--- src/rtl/issue_scoreboard.sv ---
// ============================================================================
// Module   : issue_scoreboard
// Brief    : In-order issue control with a register scoreboard, MDU occupancy
//            counter and branch hold.
// Revision : 1.0
// ============================================================================
`default_nettype none

module issue_scoreboard #(
    parameter int unsigned MDU_LATENCY = 4
) (
    input  logic        clk,
    input  logic        rst,
    input  logic        id_valid,
    input  logic        rs1_use,
    input  logic        rs2_use,
    input  logic        rd_use,
    input  logic [4:0]  rs1_addr,
    input  logic [4:0]  rs2_addr,
    input  logic [4:0]  rd_addr,
    input  logic        mdu_op,
    input  logic        is_branch,
    input  logic        ex_ready,
    input  logic        wb_valid,
    input  logic [4:0]  wb_addr,
    input  logic        br_resolve,
    input  logic        br_taken,
    output logic        id_ready,
    output logic        issue_valid,
    output logic        flush,
    output logic        stall_hazard,
    output logic [31:0] busy_mask
);

    localparam logic [3:0] C_MDU_LAT = 4'(MDU_LATENCY);

    typedef enum logic [0:0] {
        ST_RUN     = 1'b0,
        ST_WAIT_BR = 1'b1
    } state_t;

    state_t      state_q, state_d;
    logic [31:0] busy_q, busy_d;
    logic [3:0]  mdu_cnt_q, mdu_cnt_d;

    logic [31:0] w_clr_mask;
    logic [31:0] w_set_mask;
    logic [31:0] w_busy_eff;
    logic        w_hazard;
    logic        w_mdu_block;
    logic        w_issue;

    always_comb begin
        // A register retiring this cycle is already treated as free.
        w_clr_mask  = wb_valid ? (32'd1 << wb_addr) : 32'd0;
        w_busy_eff  = busy_q & ~w_clr_mask;
        w_hazard    = (rs1_use & w_busy_eff[rs1_addr])
                    | (rs2_use & w_busy_eff[rs2_addr])
                    | (rd_use  & w_busy_eff[rd_addr]);
        w_mdu_block = mdu_op & (mdu_cnt_q != 4'd0);
        w_issue     = (state_q == ST_RUN) & id_valid & ex_ready
                    & ~w_hazard & ~w_mdu_block;
        w_set_mask  = (w_issue & rd_use & (rd_addr != 5'd0))
                    ? (32'd1 << rd_addr) : 32'd0;

        busy_d      = (w_busy_eff | w_set_mask) & 32'hFFFF_FFFE;

        mdu_cnt_d   = mdu_cnt_q;
        if (w_issue && mdu_op) begin
            mdu_cnt_d = C_MDU_LAT;
        end else if (mdu_cnt_q != 4'd0) begin
            mdu_cnt_d = mdu_cnt_q - 4'd1;
        end

        state_d     = state_q;
        flush       = 1'b0;
        case (state_q)
            ST_RUN: begin
                if (w_issue && is_branch) begin
                    state_d = ST_WAIT_BR;
                end
            end
            ST_WAIT_BR: begin
                if (br_resolve) begin
                    flush   = br_taken;
                    state_d = ST_RUN;
                end
            end
            default: state_d = ST_RUN;
        endcase

        issue_valid  = w_issue;
        id_ready     = w_issue;
        stall_hazard = id_valid & (state_q == ST_RUN) & (w_hazard | w_mdu_block);
        busy_mask    = busy_q;
    end

    always_ff @(posedge clk) begin
        if (rst) begin
            state_q   <= ST_RUN;
            busy_q    <= 32'd0;
            mdu_cnt_q <= 4'd0;
        end else begin
            state_q   <= state_d;
            busy_q    <= busy_d;
            mdu_cnt_q <= mdu_cnt_d;
        end
    end

endmodule

`default_nettype wire

--- config.mk ---
export PLATFORM = sky130hd
export DESIGN_NAME = issue_scoreboard
export DESIGN_NICKNAME = d
export VERILOG_FILES = /design/src/rtl/issue_scoreboard.sv
export SDC_FILE = /design/constraint.sdc
export NUM_CORES = 1
export LEC_CHECK = 0
export BUFFER_PORTS_ARGS = -buffer_cell sky130_fd_sc_hd__buf_4
export CAP_MARGIN = 30
export CORE_ASPECT_RATIO = 0.9
export CORE_MARGIN = 3
export CORE_UTILIZATION = 60
export CTS_CLUSTER_SIZE = 10
export DETAILED_ROUTE_END_ITERATION = 8
export PLACE_DENSITY = 0.86
export SYNTH_ARGS = -nofsm -noshare
export SYNTH_HDL_FRONTEND = slang
export SYNTH_SLANG_ARGS = --single-unit
--- constraint.sdc ---
create_clock -name clk -period 5.97 [get_ports clk]
set_input_delay 1.194 -clock clk [delete_from_list [all_inputs] [get_ports clk]]
set_output_delay 1.194 -clock clk [all_outputs]
set_load 0.05 [all_outputs]
# --- Word level (Yosys, flattened, before mapping) ---
# Index checks and enable logic that the tools add are counted.
word_totals:
  word_cells: 52
  output_inout_bits: 36
  input_bits: 32
  register_bits: 37
op_classes:
  reduce_logical: 6
  bitwise: 20
  shifts: 2
  mux: 15
  addsub: 1
  order_cmp: 3
op_table:
  columns: ["operator", "n"]
  rows:
  - ["$mux W32", 2]
  - ["$shl A1 B5 Y32 const A", 2]
  - ["$and A32 B32 Y32", 1]
  - ["$not A32 Y32", 1]
  - ["$or A32 B32 Y32", 1]
  - ["$lt A5 B6 Y1 const B", 3]
  - ["$bmux W1 S5", 3]
  - ["$and A1 B1 Y1", 11]
  - ["$mux W1", 7]
  - ["$mux W3", 2]
  - ["$reduce_bool A5 Y1", 1]
  - ["$reduce_bool A4 Y1", 1]
  - ["$sub A4 B1 Y4 const B", 1]
  - ["$not A1 Y1", 3]
  - ["$or A1 B1 Y1", 3]
  - ["$logic_and A1 B1 Y1", 2]
  - ["$pmux W1 S2", 1]
  - ["$reduce_bool A2 Y1", 1]
  - ["$reduce_or A2 Y1", 1]

# --- Depth between registers and ports, before layout ---
# Gate-level depths: netlist (run 1).
logic_depth:
  ltp_word: 16
  depth_mapped: 10

# --- Worst setup path before layout (run 1) ---
# OpenSTA, ideal clock, no wires.
synth_timing:
  path_kind: "input-to-output"
  start: "input wb_addr[0]"
  end: "output issue_valid"
  required_time_ns: 4.776
  slack_ns: 0.773
  stages: 10
  t_arrival_ns: 4.003
  n_path_buf: 3
  path_cell_list: "buf_2 > buf_2 > nor2_1 > a21boi_0 > a2111oi_0 > o22ai_1 > a211oi_2 > nand4_4 > nor2b_1 > buf_4"
synth_between:
  elab_chain_cells: 12
  word_cells_on_any_way: 18
  classes_between: "shift: 1; mux: 7; bitwise: 10"
synth_lines:
  columns: ["item", "line_no", "text"]
  rows:
  - ["start, declared", "25", "input logic [4:0] wb_addr,"]
  - ["$shl A1 B5 Y32 *", "55", "w_clr_mask = wb_valid ? (32'd1 << wb_addr) : 32'd0;"]
  - ["$mux W32 *", "55", null]
  - ["$not A32 Y32 *", "56", "w_busy_eff = busy_q & ~w_clr_mask;"]
  - ["$and A32 B32 Y32 *", "56", null]
  - ["$bmux W1 S5, on equally long branches", "57, 58", null]
  - ["$mux W1, on equally long branches", "57, 58", null]
  - ["$and A1 B1 Y1, on equally long branches", "57, 58", null]
  - ["$or A1 B1 Y1", "58", "| (rs2_use & w_busy_eff[rs2_addr])"]
  - ["$or A1 B1 Y1 *", "59", "| (rd_use & w_busy_eff[rd_addr]);"]
  - ["$not A1 Y1 *", "62", "& ~w_hazard & ~w_mdu_block;"]
  - ["$and A1 B1 Y1 * (2 in series)", "62", null]
  - ["end, declared", "29", "output logic issue_valid,"]
# Mark *: on every way between the ends. The rest lies on a longest branch, timed or not. The select of a mux whose other input is x is not followed.

# --- Worst setup path after layout (run 1) ---
layout_timing:
  start: "input wb_addr[1]"
  end: "output id_ready"
layout_between:
  elab_chain_cells: 12
  word_cells_on_any_way: 18
  classes_between: "shift: 1; mux: 7; bitwise: 10"
layout_lines:
  columns: ["item", "line_no", "text"]
  rows:
  - ["$shl A1 B5 Y32 *", "55", null]
  - ["$mux W32 *", "55", null]
  - ["$not A32 Y32 *", "56", null]
  - ["$and A32 B32 Y32 *", "56", null]
  - ["$bmux W1 S5, on equally long branches", "57, 58", null]
  - ["$mux W1, on equally long branches", "57, 58", null]
  - ["$and A1 B1 Y1, on equally long branches", "57, 58", null]
  - ["$or A1 B1 Y1", "58", null]
  - ["$or A1 B1 Y1 *", "59", null]
  - ["$not A1 Y1 *", "62", null]
  - ["$and A1 B1 Y1 * (2 in series)", "62", null]
  - ["end, declared", "28", "output logic id_ready,"]
# Marked as above.

==> results.toml, run 1 <==
[floorplanning]
initial_utilization_pct = 63.9
die_x_um = 83.0
placementRows = 24
ios = 68
fp.dieH_um = 75.3
die_area_um2 = 6260
core-area_um2 = 5010

[placement]
pre_cts_slack_ps = 1230
port_buffers = 66
place_congestion = 0.993
dpl.hpwl_mm = 8.54
dp_cells = 501

[cells_and_area]
drive_gt1_share_pct = 22.1
fin_nets = 476
area_delta_synth_final_pct = 16.0
final_cells = 509
fill_cells = 403
diodes = 0
final_util_pct = 74.2

[clock_tree]
cts_resized = 0
ctsHtreeMaxLevel = 2
path_clk_slew_ps = 70
cts_buffers = 5
hold_buffers = 0
cts_root_buf = "clkbuf_8"
postCtsSetupRepairBufs = 0
cts.sinks = 36
cts_buffer_depth = 2
clk_latency_ps = 290
cts_tree = "yes"

[power]
ir_drop_v = 0.000169
p_switching_uw = 260
combPwrFrac_pct = 36.1
seqPwrFrac_pct = 38.2
p_per_area_nw_per_um2 = 183
total_power_uw = 683
p_int_uw = 422
total_leakage_power_uw = 0.00136
netSwitchingFraction_pct = 38.1
clkPwrFrac_pct = 25.7

[global_routing]
grt_overflow = 0
grt.total_usage_pct = 36.5
antenna_found_initial = 0
grt_pass1_vias = 3476
grt_use_met1_pct = 48.4
grt_max_degree = 35
grt_first_pass_wirelength_mm = 18.2
grt-busiest-layer = "met2"
grtUsageMet3_pct = 12.1
grt_util_met2_pct = 55.1

[routing]
first_pass_iters = 7
drt-initial-drc-count = 545
drc = 0
vias = 3869
ant_nets = 0
vias_per_cell = 7.60
wl_mm = 11.8
wl_per_cell_um = 23.2

[setup_path]
worstPathArrival_ps = 3680
critPathKind = "input port to primary output"
start_kind = "input port"
reg2reg_slack_ps = 3230
cp.required_ps = 4780
cp_max_fo = 17
endpoint_kind = "primary output"

[outcome]
status = "complete, no violations"

[synthesis]
syn_inst = 403
syn_nets = 436
yosys.area.top_type_share_pct = 22.5
ys_ff_latch = 36
synthFlopType = "dfxtp_1"
ys_seq_area_share_pct = 22.5
synth.top_cells.by_count = "36 x dfxtp_1, 30 x nand2_1, 25 x mux2i_1"
yosys_warnings = 0
synth.avg_cell_area_um2 = 7.95
synthTopCellsByArea = "dfxtp_1 22%, mux2i_1 7.8%, o31ai_1 4.9%"
synth_edf_count = 0
yosys.area.top_type = "dfxtp_1"
syn-cell-area_um2 = 3210
yosysMostFrequentCell = "dfxtp_1"
synth-async-reset-ratio_pct = 0
ys_types = 64

[flow_run]
maxCapViolCount = 0

[timing]
worst_slew_pin_slew_ps = 853
hold_viol = 0
layout_setup_ws_ps = 1100
max_freq_ghz = 0.205
setup_tns_ps = 0
max-slew-margin-rel_pct = 43.1
period_share_pct = 81.6
drv_slew = 0
fin_crit_ps = 4870
setup_viol = 0
rsz0062_at_grt = "no"
skew_ps = 4.28

[worst_hold_path]
hold_path.class = "flop to flop"
-- metrics by stage --
step / hold WS (ps) / area, um2
detailed placement: 527 / 3630
floorplan: 472 / 3210
CTS: 537 / 3720
global placement: 499 / 3630
global route: 576 / 3720
finish: 540 / 3720
-- critical path, cell delays in order --
cell and delay [ps]:
buf_4 180, nor4bb_1 710, a2111oi_0 230, o41a_1 430, a211oi_2 340, nand4_4 160
nor2b_1 200, buf_4 230
-- final cells by class --
type / count / area [um2] / share of cell area (%)
multi-input cells: 318 / 2270 / 60.9
flip-flops and latches: 36 / 721 / 19.4
repair buffers: 69 / 518 / 13.9
well taps: 65 / 81.3 / 2.19
clock buffers: 7 / 76.3 / 2.05
inverters: 13 / 48.8 / 1.31
clock inverters: 1 / 8.76 / 0.235
-- power by group through the flow --
stage               clock network (uW)  registers, uW  logic [uW]
finish                             175            261         247
global route                       185            262         260
CTS                                175            261         239
detailed placement                   0            266         237
global placement                     0            265         230
floorplan                            0            267         179
-- final timing paths --
kind | endpoint | start | cells past startpoint
hold / removal | state_q | state_q | 2
hold reg to reg | state_q | state_q | 2
setup / recovery | id_ready | wb_addr[1] | 8
setup reg to reg | busy_mask[4] | mdu_cnt_q[0] | 9
-- cells in the final DEF, fill, tap and decap left out, types with 4 or more instances in the layout --
cell type / Yosys / routed
mux4_2: 4 / 4
buf_4: 2 / 69
or2_2: 4 / 4
nand2b_1: 13 / 13
o311a_1: 4 / 4
inv_1: 11 / 11
clkbuf_8: 0 / 5
o211ai_1: 10 / 10
nor3_1: 16 / 16
dfxtp_1: 36 / 36
a311oi_1: 12 / 12
nor2b_1: 6 / 6
nand2_1: 30 / 30
a21oi_1: 9 / 9
or3_1: 9 / 9
o31ai_1: 21 / 21
nand4_1: 4 / 4
o22ai_1: 14 / 14
nor4b_1: 4 / 4
o21ai_0: 22 / 22
mux2i_1: 25 / 25
mux2_2: 9 / 9
nand3_1: 18 / 18
xor2_1: 4 / 4
nor2_1: 19 / 19
-- registers in the layout (all words and copies together), names as in the netlist --
name / cells
busy_mask: 31
mdu_cnt_q: 4
state_q: 1
-- cells by family (layout without fill, tap and decap cells) --
group / count (synthesis) / count (layout) / synth area share [%]
adder cells (fa/ha/maj): 1 / 1 / 0.390
multiplexers: 38 / 38 / 13.8
flip-flops: 36 / 36 / 22.5
AND/OR/NAND/NOR: 148 / 148 / 26.8
AO/OA/AOI/OAI: 123 / 123 / 27.7
other: 1 / 1 / 0.117
buffers and inverters: 49 / 90 / 6.83
XOR/XNOR: 7 / 7 / 1.91
-- metal layers --
| layer | up-vias | share of wire [%] |
|---|---|---|
| li1 | 1649 | - |
| met1 | 1743 | 37 |
| met2 | 398 | 43 |
| met3 | 79 | 16 |
| met4 | 0 | 4.0 |
| met5 | - | 0 |
Power figures use the tool's default switching activity.
==> run 2, diff against run 1 <==
ABC_AREA = 1   (was unset)
CORE_UTILIZATION = 50   (was 60)
PLACE_DENSITY = 0.76   (was 0.86)
clock period = 4.2 ns   (was 5.97 ns; I/O delays follow)
==> run 2 against run 1 <==
  * Core utilization shrank 13 points
  * Critical path depth increased by 9
  * Die area rose by 14%
  * Clock power increased by 48%
  * Critical path type unchanged
  * Clock skew increased by 5.0 ps
  * Global-route usage is 4.5 points lower
  * Wire length fell by 2.5%
  * Hold slack worse by 45 ps
  * First-iteration DRC count is 16% higher
==> results.toml, run 2 <==
[outcome]
status = "complete, no violations"

[cells_and_area]
fill_cells = 579
diodes = 0
area_delta_synth_final_pct = 16.0
largest_reg_flops = 31
fin_nets = 600
mostFrequentLayoutCells = "127 x nand3_1, 109 x nand2_1, 71 x buf_4, 57 x nor2_1, 44 x a21oi_1"
drive_gt1_share_pct = 15.7
final_common_cell = "nand3_1"

[synthesis]
synth_edf_count = 0
synth.avg_cell_area_um2 = 5.85
synth-async-reset-ratio_pct = 0
yosys.area.top_type_share_pct = 23.4
yosys_warnings = 0
syn-cell-area_um2 = 3080
synthTopCellsByArea = "dfxtp_1 23%, nand3_1 21%, nand2_1 13%"
synth.top_cells.by_count = "127 x nand3_1, 109 x nand2_1, 58 x nor2_1"
yosys.area.top_type = "dfxtp_1"
syn_inst = 527
synthFlopType = "dfxtp_1"
yosysMostFrequentCell = "nand3_1"
ys_types = 30
syn_nets = 560
ys_ff_latch = 36
ys_seq_area_share_pct = 23.4

[timing]
max-slew-margin-rel_pct = 39.0
setup_tns_ps = 0
drv_slew = 0
setup_viol = 0
max_freq_ghz = 0.257
skew_ps = 9.28
hold_viol = 0
period_share_pct = 92.7
fin_crit_ps = 3890
rsz0062_at_grt = "no"
worst_slew_pin_slew_ps = 914

[clock_tree]
postCtsSetupRepairBufs = 0
clk_latency_ps = 300
cts_root_buf = "clkbuf_8"
ctsHtreeMaxLevel = 2
path_clk_slew_ps = 80
cts_buffer_depth = 2
cts_buffers = 5
hold_buffers = 0
cts_tree = "yes"
cts_resized = 0
cts.sinks = 36

[routing]
vias = 3995
first_pass_iters = 9
ant_nets = 0
wl_per_cell_um = 18.0
vias_per_cell = 6.26
drt-initial-drc-count = 633
wl_mm = 11.5
drc = 0

[floorplanning]
initial_utilization_pct = 52.9
ios = 68
die_x_um = 88.7
core-area_um2 = 5820
die_area_um2 = 7140
fp.dieH_um = 80.5
placementRows = 26

[worst_hold_path]
min_path_cells = 2
hold_path.class = "flop to flop"

[placement]
dpl.hpwl_mm = 8.77
place_congestion = 0.987
port_buffers = 66

[setup_path]
start_kind = "input port"
crit_slowest_cell = "nor2_1"
crit_path_cell_trace = "buf_4 > inv_1 > nand2_1 > nor2_1 > nand3_1 > nand2_1 > nand2_1 > o21ai_1 > nand2_1 > nand3_1 > nand3_1 > a21oi_1 > nor2_1 > nor2_4 > nand2_1 > inv_1 > buf_4"
crit_path_max_incr_delay_ps = 290
worstPathArrival_ps = 3050
cp.required_ps = 3360
cp_num_buf_inv = 4
r2r_cells = 13
worst-path-stages = 17
crit_path_frequent_cell = "nand2_1"
endpoint_kind = "primary output"
cp_top_family = "simple AND/OR/NAND/NOR gates"
critPathKind = "input port to primary output"
cp_max_fo = 9

[power]
ir_drop_v = 0.000206
p_per_area_nw_per_um2 = 259
netSwitchingFraction_pct = 38.5
p_switching_uw = 357
total_leakage_power_uw = 0.00147
clkPwrFrac_pct = 27.9
p_int_uw = 570
combPwrFrac_pct = 33.0
seqPwrFrac_pct = 39.1
total_power_uw = 927

[flow_run]
maxCapViolCount = 0

[global_routing]
grt_pass1_vias = 3429
grt.total_usage_pct = 32.1
antenna_found_initial = 0
grt_overflow = 0
grt_max_degree = 35
grt_first_pass_wirelength_mm = 17.8
## run 2: logic make-up (layout without fill, tap and decap cells)
| kind of cell | Yosys count | after routing | share of synthesized area (%) |
|---|---|---|---|
| AO/OA/AOI/OAI | 63 | 63 | 11.3 |
| AND/OR/NAND/NOR | 344 | 344 | 52.0 |
| buffers and inverters | 80 | 121 | 12.1 |
| adder cells (fa/ha/maj) | 1 | 1 | 0.406 |
| XOR/XNOR | 2 | 2 | 0.569 |
| flip-flops | 36 | 36 | 23.4 |
| other | 1 | 1 | 0.122 |
## run 2: final cells by class
| cell class | instances | area, um2 | area share (%) |
|---|---|---|---|
| clock inverters | 3 | 18.8 | 0.525 |
| flip-flops and latches | 36 | 721 | 20.2 |
| clock buffers | 5 | 68.8 | 1.93 |
| multi-input cells | 411 | 1990 | 55.6 |
| well taps | 70 | 87.6 | 2.45 |
| inverters | 42 | 158 | 4.41 |
| repair buffers | 71 | 533 | 14.9 |
## run 2: path summary, 6_finish.rpt
check | startpoint | slack [ps] | to
hold / removal | state_q | 500 | state_q
hold reg to reg | state_q | 500 | state_q
setup reg to reg | busy_mask[26] | 1900 | busy_mask[1]
setup / recovery | wb_addr[0] | 310 | issue_valid
## run 2: through the flow
stage               utilization [%]  instance area, um2  hold slack (ps)  worst slack, ps  std cells
floorplan                         -                3080              457              447        527
global placement               59.9                3490              480              493        630
detailed placement             59.9                3490              488              447        630
CTS                            61.4                3570              500              389        638
global route                   61.4                3570              549              149        638
finish                         61.4                3570              496              307        638
## run 2: worst min-delay path, cell delays in order (launching register included)
cell and delay, ps:
dfxtp_1 330, nand2_1 70, a21oi_1 50
## run 2: layer usage
metal | track usage, % | part of all wire [%]
met2 | 47.3 | 42
met1 | 47.4 | 41
met3 | 5.03 | 14
met4 | 9.67 | 2.9
met5 | 0 | 0
## run 2: power by group through the flow
stage               Sequential (uW)  Combinational [uW]  Clock, uW
detailed placement              371                 298          0
finish                          363                 306        259
global route                    364                 338        268
global placement                370                 296          0
floorplan                       371                 236          0
CTS                             363                 300        259
